--- src/rtl/instruction_fetch_stage_if.sv ---
// Bundle of the fetch stage's memory-side, redirect and decode-side handshakes.
// The master modport is the fetch stage; the slave modport is its environment.
interface instruction_fetch_stage_if;
    logic        imem_req_valid;
    logic        imem_req_ready;
    logic [31:0] imem_req_addr;
    logic        imem_resp_valid;
    logic [31:0] imem_resp_data;
    logic        redirect_valid;
    logic [31:0] redirect_pc;
    logic        out_valid;
    logic        out_ready;
    logic [31:0] out_instr;
    logic [31:0] out_pc;
    logic [31:0] out_pc_plus4;

    modport master (
        output imem_req_valid, imem_req_addr, out_valid, out_instr, out_pc, out_pc_plus4,
        input  imem_req_ready, imem_resp_valid, imem_resp_data, redirect_valid, redirect_pc, out_ready
    );

    modport slave (
        input  imem_req_valid, imem_req_addr, out_valid, out_instr, out_pc, out_pc_plus4,
        output imem_req_ready, imem_resp_valid, imem_resp_data, redirect_valid, redirect_pc, out_ready
    );
endinterface

--- src/rtl/instruction_fetch_stage.sv ---
// MIPS fetch front end: PC sequencing, bounded outstanding fetches, in-order
// instruction queue to decode, and redirect flush that discards stale responses.
module instruction_fetch_stage_chk #(
    parameter int unsigned DEPTH = 2,
    parameter int unsigned CW    = 2
) (
    input logic          clk,
    input logic          rst_n,
    input logic          resp_valid,
    input logic [CW-1:0] count,
    input logic [CW-1:0] live,
    input logic [CW-1:0] drop
);
    a_resp_outstanding: assert property (@(posedge clk) disable iff (!rst_n)
        resp_valid |-> ((live != {CW{1'b0}}) || (drop != {CW{1'b0}})))
        else $error("imem response with no outstanding request");

    a_queue_room: assert property (@(posedge clk) disable iff (!rst_n)
        (resp_valid && (drop == {CW{1'b0}}) && (live != {CW{1'b0}})) |-> (32'(count) < DEPTH))
        else $error("imem response arrived with instruction queue full");
endmodule

module instruction_fetch_stage #(
    parameter logic [31:0] RESET_PC = 32'h0000_0000,
    parameter int unsigned DEPTH    = 2
) (
    input logic                       clk,
    input logic                       rst_n,
    instruction_fetch_stage_if.master bus
);
    localparam int unsigned PW = (DEPTH > 1) ? $clog2(DEPTH) : 1;
    localparam int unsigned CW = $clog2(DEPTH + 1);

    function automatic logic [PW-1:0] ptr_inc(input logic [PW-1:0] p);
        logic [PW-1:0] r;
        if (p == PW'(DEPTH - 1)) begin
            r = PW'(0);
        end else begin
            r = p + PW'(1);
        end
        return r;
    endfunction

    logic [31:0]   pc_r;
    logic          running_r;
    logic [CW-1:0] count_r, live_r, drop_r;
    logic [PW-1:0] q_wr_ptr_r, q_rd_ptr_r, af_wr_ptr_r, af_rd_ptr_r;
    logic [31:0]   q_instr_r [DEPTH];
    logic [31:0]   q_pc_r    [DEPTH];
    logic [31:0]   af_addr_r [DEPTH];

    logic        out_valid_s, pop_s, req_valid_s, accept_s;
    logic        resp_s, resp_drop_s, resp_keep_s;
    logic [31:0] occ_s;

    // handshake decode; a same-cycle pop frees a slot for a new request
    always_comb begin
        out_valid_s = (count_r != {CW{1'b0}});
        pop_s       = out_valid_s & bus.out_ready;
        occ_s       = 32'(count_r) + 32'(live_r) + 32'(drop_r) - 32'(pop_s);
        req_valid_s = running_r & ~bus.redirect_valid & (occ_s < 32'(DEPTH));
        accept_s    = req_valid_s & bus.imem_req_ready;
        resp_s      = bus.imem_resp_valid & ((live_r != {CW{1'b0}}) | (drop_r != {CW{1'b0}}));
        resp_drop_s = resp_s & (drop_r != {CW{1'b0}});
        resp_keep_s = resp_s & (drop_r == {CW{1'b0}}) & ~bus.redirect_valid;
    end

    // PC, occupancy counters and queue/address-FIFO pointers
    always_ff @(posedge clk or negedge rst_n) begin
        if (!rst_n) begin
            pc_r        <= RESET_PC;
            running_r   <= 1'b0;
            count_r     <= {CW{1'b0}};
            live_r      <= {CW{1'b0}};
            drop_r      <= {CW{1'b0}};
            q_wr_ptr_r  <= {PW{1'b0}};
            q_rd_ptr_r  <= {PW{1'b0}};
            af_wr_ptr_r <= {PW{1'b0}};
            af_rd_ptr_r <= {PW{1'b0}};
        end else begin
            running_r <= 1'b1;
            if (bus.redirect_valid) begin
                // everything still in flight becomes a response to throw away
                pc_r       <= bus.redirect_pc & ~32'd3;
                count_r    <= {CW{1'b0}};
                q_wr_ptr_r <= {PW{1'b0}};
                q_rd_ptr_r <= {PW{1'b0}};
                live_r     <= {CW{1'b0}};
                drop_r     <= drop_r + live_r - CW'(resp_s);
            end else begin
                if (accept_s) begin
                    pc_r <= pc_r + 32'd4;
                end else begin
                    pc_r <= pc_r;
                end
                count_r <= count_r + CW'(resp_keep_s) - CW'(pop_s);
                live_r  <= live_r + CW'(accept_s) - CW'(resp_s & ~resp_drop_s);
                drop_r  <= drop_r - CW'(resp_drop_s);
                if (resp_keep_s) begin
                    q_wr_ptr_r <= ptr_inc(q_wr_ptr_r);
                end else begin
                    q_wr_ptr_r <= q_wr_ptr_r;
                end
                if (pop_s) begin
                    q_rd_ptr_r <= ptr_inc(q_rd_ptr_r);
                end else begin
                    q_rd_ptr_r <= q_rd_ptr_r;
                end
            end
            if (accept_s) begin
                af_wr_ptr_r <= ptr_inc(af_wr_ptr_r);
            end else begin
                af_wr_ptr_r <= af_wr_ptr_r;
            end
            if (resp_s) begin
                af_rd_ptr_r <= ptr_inc(af_rd_ptr_r);
            end else begin
                af_rd_ptr_r <= af_rd_ptr_r;
            end
        end
    end

    // instruction queue and outstanding-address FIFO storage
    always_ff @(posedge clk or negedge rst_n) begin
        if (!rst_n) begin
            for (int i = 0; i < int'(DEPTH); i++) begin
                q_instr_r[i] <= 32'd0;
                q_pc_r[i]    <= 32'd0;
                af_addr_r[i] <= 32'd0;
            end
        end else begin
            if (resp_keep_s) begin
                q_instr_r[q_wr_ptr_r] <= bus.imem_resp_data;
                q_pc_r[q_wr_ptr_r]    <= af_addr_r[af_rd_ptr_r];
            end
            if (accept_s) begin
                af_addr_r[af_wr_ptr_r] <= pc_r;
            end
        end
    end

    // decode-facing fields read zero whenever the queue is empty
    assign bus.imem_req_valid = req_valid_s;
    assign bus.imem_req_addr  = pc_r;
    assign bus.out_valid      = out_valid_s;
    assign bus.out_instr      = out_valid_s ? q_instr_r[q_rd_ptr_r] : 32'd0;
    assign bus.out_pc         = out_valid_s ? q_pc_r[q_rd_ptr_r] : 32'd0;
    assign bus.out_pc_plus4   = out_valid_s ? (q_pc_r[q_rd_ptr_r] + 32'd4) : 32'd0;

    instruction_fetch_stage_chk #(.DEPTH(DEPTH), .CW(CW)) u_chk (
        .clk        (clk),
        .rst_n      (rst_n),
        .resp_valid (bus.imem_resp_valid),
        .count      (count_r),
        .live       (live_r),
        .drop       (drop_r)
    );
endmodule
--- src/flat_wrapper.sv ---
// flat-port wrapper written by rule: the top's interface ports become plain ports
module instruction_fetch_stage_flat 
#(
    parameter logic [31:0] RESET_PC = 32'h0000_0000,
    parameter int unsigned DEPTH    = 2
)
  (clk, rst_n, bus_imem_req_valid, bus_imem_req_addr, bus_out_valid, bus_out_instr, bus_out_pc, bus_out_pc_plus4, bus_imem_req_ready, bus_imem_resp_valid, bus_imem_resp_data, bus_redirect_valid, bus_redirect_pc, bus_out_ready);
  instruction_fetch_stage_if bus_i ();
  input logic clk;
  input logic rst_n;
  output wire logic [$bits(bus_i.imem_req_valid)-1:0] bus_imem_req_valid;
  output wire logic [$bits(bus_i.imem_req_addr)-1:0] bus_imem_req_addr;
  output wire logic [$bits(bus_i.out_valid)-1:0] bus_out_valid;
  output wire logic [$bits(bus_i.out_instr)-1:0] bus_out_instr;
  output wire logic [$bits(bus_i.out_pc)-1:0] bus_out_pc;
  output wire logic [$bits(bus_i.out_pc_plus4)-1:0] bus_out_pc_plus4;
  input wire logic [$bits(bus_i.imem_req_ready)-1:0] bus_imem_req_ready;
  input wire logic [$bits(bus_i.imem_resp_valid)-1:0] bus_imem_resp_valid;
  input wire logic [$bits(bus_i.imem_resp_data)-1:0] bus_imem_resp_data;
  input wire logic [$bits(bus_i.redirect_valid)-1:0] bus_redirect_valid;
  input wire logic [$bits(bus_i.redirect_pc)-1:0] bus_redirect_pc;
  input wire logic [$bits(bus_i.out_ready)-1:0] bus_out_ready;
  assign bus_imem_req_valid = bus_i.imem_req_valid;
  assign bus_imem_req_addr = bus_i.imem_req_addr;
  assign bus_out_valid = bus_i.out_valid;
  assign bus_out_instr = bus_i.out_instr;
  assign bus_out_pc = bus_i.out_pc;
  assign bus_out_pc_plus4 = bus_i.out_pc_plus4;
  assign bus_i.imem_req_ready = bus_imem_req_ready;
  assign bus_i.imem_resp_valid = bus_imem_resp_valid;
  assign bus_i.imem_resp_data = bus_imem_resp_data;
  assign bus_i.redirect_valid = bus_redirect_valid;
  assign bus_i.redirect_pc = bus_redirect_pc;
  assign bus_i.out_ready = bus_out_ready;
  instruction_fetch_stage #(.RESET_PC(RESET_PC), .DEPTH(DEPTH)) u_core (.clk(clk), .rst_n(rst_n), .bus(bus_i));
endmodule
--- config.mk ---
export PLATFORM = sky130hd
export DESIGN_NAME = instruction_fetch_stage_flat
export DESIGN_NICKNAME = d
export VERILOG_FILES = /design/src/rtl/instruction_fetch_stage_if.sv /design/src/rtl/instruction_fetch_stage.sv /design/src/flat_wrapper.sv
export SDC_FILE = /design/constraint.sdc
export NUM_CORES = 1
export LEC_CHECK = 0
export ABC_AREA = 1
export CORE_ASPECT_RATIO = 1.1
export CORE_MARGIN = 4
export CORE_UTILIZATION = 37
export DETAILED_ROUTE_END_ITERATION = 7
export PLACE_DENSITY_LB_ADDON = 0.1
export SYNTH_ARGS = -nofsm -noshare
export SYNTH_HDL_FRONTEND = slang
export SYNTH_SLANG_ARGS = --single-unit
--- constraint.sdc ---
create_clock -name clk -period 3.4 [get_ports clk]
set_input_delay 0.68 -clock clk [delete_from_list [all_inputs] [get_ports clk]]
set_output_delay 0.68 -clock clk [all_outputs]
set_load 0.005 [all_outputs]
==> results.md, run 1 <==
- CP peak stage delay: 500 ps
- P_sw: 4.34 mW
- Worst slew pin tran: 820 ps
- Sequential Power Share: 32.8%
- H-tree depth: 1
- Post-Syn Area per Cell: 6.92 um^2
- Distinct cells, synth: 37
- Worst EP arrival: 3250 ps
- Total GRT Usage: 20.8%
- First-pass GRT wire length: 64.4 mm
- Starting Density: 37.4%
- TritonRoute pass-1 iters: 5
- Maximum vdd drop: 0.387 mV
- # IOs: 200
- Ys async rst share: 100%
- Clock slew at reported path FFs: 60 ps
- Sw Share: 38.2%
- Crit path max fanout: 2
- DR WL met2: 19.3 mm
- Lkg Pwr: 8.44 nW
- Worst-path cell chain: ha_2 > fa_1 > inv_1 > ha_1 > inv_2 > ha_4 > nand2_2 > inv_2 > nand3_2 > nand2_1 > inv_1 > ha_1 > nor3b_1 > nand3_2 > a21oi_4 > buf_2
- WP buf/inv: 5
- Met3 routed WL: 1.74 mm
- Area contributors post-synth: dfrtp_1 (44%), nand2_1 (23%), nor2_1 (5.1%)
- Die Y: 203 um
- CTS root buf: clkbuf_16
- Antenna fix cells: 0
- Slew Limit Fails: 0
- Row count: 71
- HPWL Detailed: 27.1 mm
- Critical path type: flop to output pin
- Register-to-Register Path Depth: 26
- Total Power: 11.4 mW
- Yosys top cell area share: 44.0%
- Critical path's top delay family: adder cells
- Final WL: 40.1 mm
- Top sig layer: met5
- Final Util: 50.7%
- Post-synthesis register bit count: 225
- CP max-delay cell: fa_1
- Final Setup Violations: 94
- Setup crit start kind: flop
- Netlist Area Pre-Place: 12800 um^2
- YS warnings: 0
- # hold bufs at CTS: 0
- Die area: 37600 um^2
- Vias: 12500
- GP Congestion: 0.898
- Failing checks: negative setup slack
- Tmin final: 3930 ps
- Clock power frac: 24.0%
- Placed cell areas: 15300 um^2
- Primary FF master, synth: dfrtp_1
- Critical Path Stages: 16
- Sequential area share after synthesis: 44.0%
- Power Dens Cells: 656 nW/um^2
- RSZ-0062 raised after global routing: true
- Vias in the first global route: 12300
- CTS buffer count: 25
- Post-Route Setup TNS: -36450 ps
- Share of post-route cells with drive strength above 1: 13.7%
- Crit share post-route: 116%
- Register area: 5630 um^2
- # DRC: 0
- CP Data Required Time: 2720 ps
- Antenna viol nets, final: 0
- First-iteration detailed-routing DRC count: 604
- Pre-CTS WS: -393 ps
- Final #Nets: 2163
- Clock latency on the worst-skew pair: 520 ps
- CTS tree: yes
- Clock Sinks: 225
- Port Buffers: 191
- Met1 Wirelength: 18.2 mm
- Antenna violations before repair: 1
- Combinational share of power: 43.3%
- Final worst slack: -533 ps
- Largest net degree at the start of global routing: 102
- Hold crit path type: primary input to async pin
- Area used by multi-input combinational logic: 6690 um^2
- Longest Clk Path Bufs: 3
- Die width: 185 um
- Synth area leader: dfrtp_1
- Core box area: 34200 um^2
- Max_cap viols: 0
- Post-synth EDFFs: 0
- Vias/cell: 4.93
- Clock skew: 10.2 ps
- Outcome: complete, but fails checks
- Total gr overflow: 0
- Fill cell count: 3400
- Syn Inst Count: 1850
- Drt wl/cell: 15.9 um
- Post-route cell area: 17300 um^2
- FMAX: 254 MHz
- Internal power: 7.03 mW
- Area Growth Syn to Fin: 35.4%
- CP endpoint kind: output pin
- Final hold violation count: 0
- Slew HR: 45.3%
[layout by cell type (no fill, tap or decap), types with 5 or more instances in the layout]
cell type        instances
inv_2                    7
dlygate4sd2_1           12
dfrtp_1                224
nor2_2                  21
a31oi_1                 21
nand2_2                 42
o21a_1                   8
nand3b_1                12
clkbuf_16               29
xor2_1                  14
nand4_1                 68
nor2_4                  16
buf_8                    5
o21ai_1                  7
inv_1                  126
nand2_4                 11
nand3_1                 63
clkdlybuf4s50_1        166
a21oi_1                 44
conb_1                   7
ha_1                    11
xnor2_1                  8
buf_4                   68
buf_12                  13
nor2_1                 145
buf_6                   19
clkbuf_8                 8
o21ai_0                109
nand2_1                740
[final cells by class]
type                       instances  share of cell area, %
clock inverter                     6                  0.505
sequential                       225                   32.5
tap                              438                   3.16
clock buffer                      35                   4.29
inverter                         135                   2.97
timing repair buffer             302                   18.0
multi-input combinational       1386                   38.6
timing repair inverter             1                 0.0217
[per-stage QoR]
| stage | hold WS [ps] | cells |
|---|---|---|
| 2_1_floorplan | 384 | 1855 |
| 5_1_grt | 241 | 2528 |
| 3_3_place_gp | 457 | 2427 |
| 3_5_place_dp | 460 | 2427 |
| 6_report | 189 | 2528 |
| 4_1_cts | 225 | 2515 |
[synth_stat cells (2+ instances only)]
| library cell | count |
|---|---|
| inv_2 | 3 |
| buf_1 | 8 |
| or2_2 | 2 |
| nor3_1 | 4 |
| o21ai_0 | 115 |
| inv_1 | 131 |
| ha_1 | 15 |
| o21ai_2 | 4 |
| dfrtp_1 | 225 |
| buf_6 | 3 |
| nand3_2 | 2 |
| o21a_1 | 8 |
| nand2_1 | 793 |
| nand4_1 | 68 |
| clkbuf_1 | 60 |
| fa_1 | 2 |
| buf_2 | 30 |
| xnor2_1 | 8 |
| buf_4 | 8 |
| nor2_2 | 7 |
| a21o_1 | 4 |
| o21ai_1 | 4 |
| conb_1 | 2 |
| a31oi_1 | 21 |
| nand3_1 | 67 |
| nor2_1 | 174 |
| xor2_1 | 15 |
| nand3b_1 | 12 |
| a21oi_1 | 47 |
[power by group through the flow]
stage	clock network, mW	logic (mW)	registers [mW]
floorplan	0	2.52	3.60
global placement	0	4.10	3.74
detailed placement	0	4.14	3.75
CTS	2.80	4.75	3.71
global route	2.91	5.50	3.81
finish	2.72	4.92	3.73
[state kept, by name, indices dropped and copies added, names as in the netlist]
| register | count |
|---|---|
| u_core.live_r | 2 |
| u_core.running_r | 1 |
| u_core.q_instr_r | 64 |
| u_core.q_wr_ptr_r | 1 |
| u_core.af_addr_r | 60 |
| u_core.af_rd_ptr_r | 1 |
| u_core.q_pc_r | 60 |
| u_core.drop_r | 2 |
| u_core.q_rd_ptr_r | 1 |
| u_core.bus.imem_req_addr | 30 |
| u_core.af_wr_ptr_r | 1 |
| u_core.count_r | 2 |
[timing repair]
item	4_1_cts	5_1_grt
resized for setup	148	74
buffers inserted	41	13
pin swaps	33	37
setup endpoints to repair	120	143
gates cloned	7	5
[cells by family after synthesis]
logic type               after synthesis  synth area share (%)
AND/OR/NAND/NOR                     1133                  36.0
buffers and inverters                244                  7.86
flip-flops                           225                  44.0
AO/OA/AOI/OAI                        206                  8.75
XOR/XNOR                              23                  1.57
adder cells (fa/ha/maj)               17                  1.78
other                                  2                0.0587
[worst paths after layout]
kind / slack (ps) / start / to
min in group clk: 470 / u_core.q_pc_r[63] / u_core.q_pc_r[63]
max in group asynchronous: 2390 / rst_n / u_core.q_rd_ptr_r
worst min register to register: 470 / u_core.q_pc_r[63] / u_core.q_pc_r[63]
worst max-delay path: -530 / u_core.live_r[0] / bus_imem_req_valid
worst max register to register: -470 / u_core.live_r[0] / u_core.bus.imem_req_addr[7]
worst min-delay path: 190 / rst_n / u_core.q_instr_r[40]
[per-layer routing]
layer | vias up | global-route usage [%]
li1 | 6296 | -
met1 | 5825 | 28.8
met2 | 273 | 34.5
met3 | 61 | 2.62
met4 | 2 | 5.43
met5 | - | 0
No activity file was read; power rests on OpenSTA's default activity.
==> inputs of run 2 (changes only) <==
Settings changed: TNS_END_PERCENT set to 30.
==> run 2 against run 1 <==
Compared with the run above:
- the flow still finishes with violations (negative setup slack)
- fmax up 0.11%
- wire length down 0.89%
- global-route usage down 0.11 points
- via count down 0.11%
- die area unchanged
- sequential share of layout area up 0.37 points
- highest routed layer unchanged
==> results.md, run 2 (synthesis gave the netlist of run 1 again) <==
- CP endpoint kind: output pin (unchanged)
- Final worst slack: -528 ps (was -533 ps)
- Antenna viol nets, final: 0 (unchanged)
- Slew HR: 45.5% (was 45.3%)
- Final hold violation count: 0 (unchanged)
- CTS tree: yes (unchanged)
- TritonRoute pass-1 iters: 5 (unchanged)
- Clock slew at reported path FFs: 60 ps (about the same)
- Max_cap viols: 0 (unchanged)
- Worst EP arrival: 3250 ps (about the same)
- RSZ-0062 raised after global routing: true (unchanged)
- Largest regs: u_core.q_instr_r (64), u_core.af_addr_r (60), u_core.q_pc_r (60) (unchanged)
- Crit path max fanout: 2 (unchanged)
- Outcome: complete, but fails checks (unchanged)
- Worst slew pin tran: 818 ps (was 820 ps)
- Setup crit start kind: flop (unchanged)
- # IOs: 200 (unchanged)
- First-pass GRT wire length: 64.1 mm (was 64.4 mm)
- First-iteration detailed-routing DRC count: 649 (was 604)
- Clock skew: 11.0 ps (was 10.2 ps)
- Commonest non-fill, non-tap cell in the layout: nand2_1 (unchanged)
- Row count: 71 (unchanged)
- Maximum vdd drop: 0.385 mV (was 0.387 mV)
- Failing checks: negative setup slack (unchanged)
- Final #Nets: 2154 (was 2163)
- Core box area: 34200 um^2 (unchanged)
- Critical path type: flop to output pin (unchanged)
- CTS root buf: clkbuf_16 (unchanged)
- Antenna violations before repair: 1 (unchanged)
- Worst-path cell chain: ha_2 > fa_1 > inv_1 > ha_1 > inv_2 > ha_4 > nand2_2 > inv_2 > nand3_2 > nand2_1 > inv_1 > ha_1 > nor3b_1 > nand3_2 > a21oi_4 > buf_2 (unchanged)
- Final Setup Violations: 96 (was 94)
- Area Growth Syn to Fin: 33.8% (was 35.4%)
- FMAX: 255 MHz (was 254 MHz)
- Final WL: 39.8 mm (was 40.1 mm)
- Largest net degree at the start of global routing: 102 (unchanged)
- Longest Clk Path Bufs: 3 (unchanged)
- Drt wl/cell: 15.8 um (was 15.9 um)
- Power Dens Cells: 656 nW/um^2 (about the same)
- Tmin final: 3930 ps (about the same)
- CP max-delay cell: fa_1 (unchanged)
- Clock latency on the worst-skew pair: 520 ps (about the same)
- Share of post-route cells with drive strength above 1: 12.4% (was 13.7%)
- Starting Density: 37.4% (unchanged)
- # DRC: 0 (unchanged)
- Vias: 12400 (was 12500)
- Post-Route Setup TNS: -35620 ps (was -36450 ps)
- Largest reg by FF count: u_core.q_instr_r (unchanged)
- HPWL Detailed: 27.1 mm (unchanged)
- H-tree depth: 1 (unchanged)
- Vias in the first global route: 12300 (about the same)
- Die Y: 203 um (unchanged)
- Vias/cell: 4.94 (was 4.93)
- Total GRT Usage: 20.7% (was 20.8%)
- Total Power: 11.2 mW (was 11.4 mW)
- Total gr overflow: 0 (unchanged)
- CTS buffer count: 25 (unchanged)
- Die area: 37600 um^2 (unchanged)
- Clock Sinks: 225 (unchanged)
- Crit share post-route: 116% (about the same)
- Port Buffers: 191 (unchanged)
- Slew Limit Fails: 0 (unchanged)
- Die width: 185 um (unchanged)
- Hold WS: 193 ps (was 189 ps)
- Largest register FFs: 64 (unchanged)
- Hold crit path type: primary input to async pin (unchanged)
- GP Congestion: 0.898 (unchanged)
- Most frequent cells in the layout: nand2_1 (749), dfrtp_1 (224), clkdlybuf4s50_1 (170) (was nand2_1 (740), dfrtp_1 (224), clkdlybuf4s50_1 (166))
- Lkg Pwr: 8.27 nW (was 8.44 nW)
- Antenna fix cells: 0 (unchanged)
- CP Data Required Time: 2720 ps (about the same)
- CP peak stage delay: 500 ps (about the same)
run 2: cell types whose count changed in the layout (fill, tap and decap cells not counted), sizes merged:
cell	previous run	this run
bufbuf	2	3
dlymetal6s2s	4	0
buf	110	100
clkdlybuf4s50	166	170
dlygate4sd2	12	16
clkbuf	42	38
run 2: per-layer routing:
| layer | track usage, % | up-vias | part of all wire [%] |
|---|---|---|---|
| met4 | 5.43 | 2 | 2.1 |
| li1 | - | 6279 | - |
| met3 | 2.58 | 49 | 4.7 |
| met2 | 34.0 | 324 | 48 |
| met5 | 0 | - | 0.030 |
| met1 | 28.8 | 5789 | 45 |
run 2: report_power, final:
| part | switching [mW] | internal [mW] | leakage [nW] | total, mW |
|---|---|---|---|---|
| logic | 2.74 | 2.05 | 4.92 | 4.79 |
| clock network | 1.05 | 1.66 | 0.413 | 2.72 |
| registers | 0.472 | 3.25 | 2.94 | 3.72 |
run 2: layout make-up:
type | instances | area [um^2]
multi-input combinational | 1386 | 6590
sequential | 225 | 5630
inverter | 135 | 514
clock buffer | 35 | 743
timing repair inverter | 1 | 3.75
tap | 438 | 548
fill | 3418 | 17100
clock inverter | 6 | 87.6
timing repair buffer | 293 | 3010
run 2: worst paths after layout:
kind,startpoint,slack [ps],cells past startpoint,end
max,u_core.live_r[0],-530,16,bus_imem_req_valid
min,rst_n,190,1,u_core.q_instr_r[40]
max reg2reg,u_core.live_r[0],-460,25,u_core.bus.imem_req_addr[14]
min reg2reg,u_core.q_pc_r[63],480,2,u_core.q_pc_r[63]
max in group asynchronous,rst_n,2390,2,u_core.q_rd_ptr_r
min in group clk,u_core.q_pc_r[63],480,2,u_core.q_pc_r[63]
run 2: repair_timing:
item                                    in CTS  in global routing
resized for setup                          140                 35
endpoints found under the setup margin     120                143
gates cloned                                 5                  4
pin swaps                                   33                 19
setup buffers                               40                  6
hold buffers                                 0                  0
run 2: worst max-delay path: cells and delay by family (launching register included):
family          cells  cell delay [ps]
fa+ha+maj           5             1410
simple gates        5              520
flops               1              380
buf+inv             5              290
compound gates      1              130
run 2: per-stage QoR:
stage                     instances  util (%)  instance area, um^2  setup WS (ps)
after floorplan                1855         -                12800          -33.1
after global placement         2427      44.7                15300           -383
after detailed placement       2427      44.7                15300           -393
after CTS                      2512      49.5                16900           -550
after global routing           2519      50.1                17100           -673
final                          2519      50.1                17100           -528
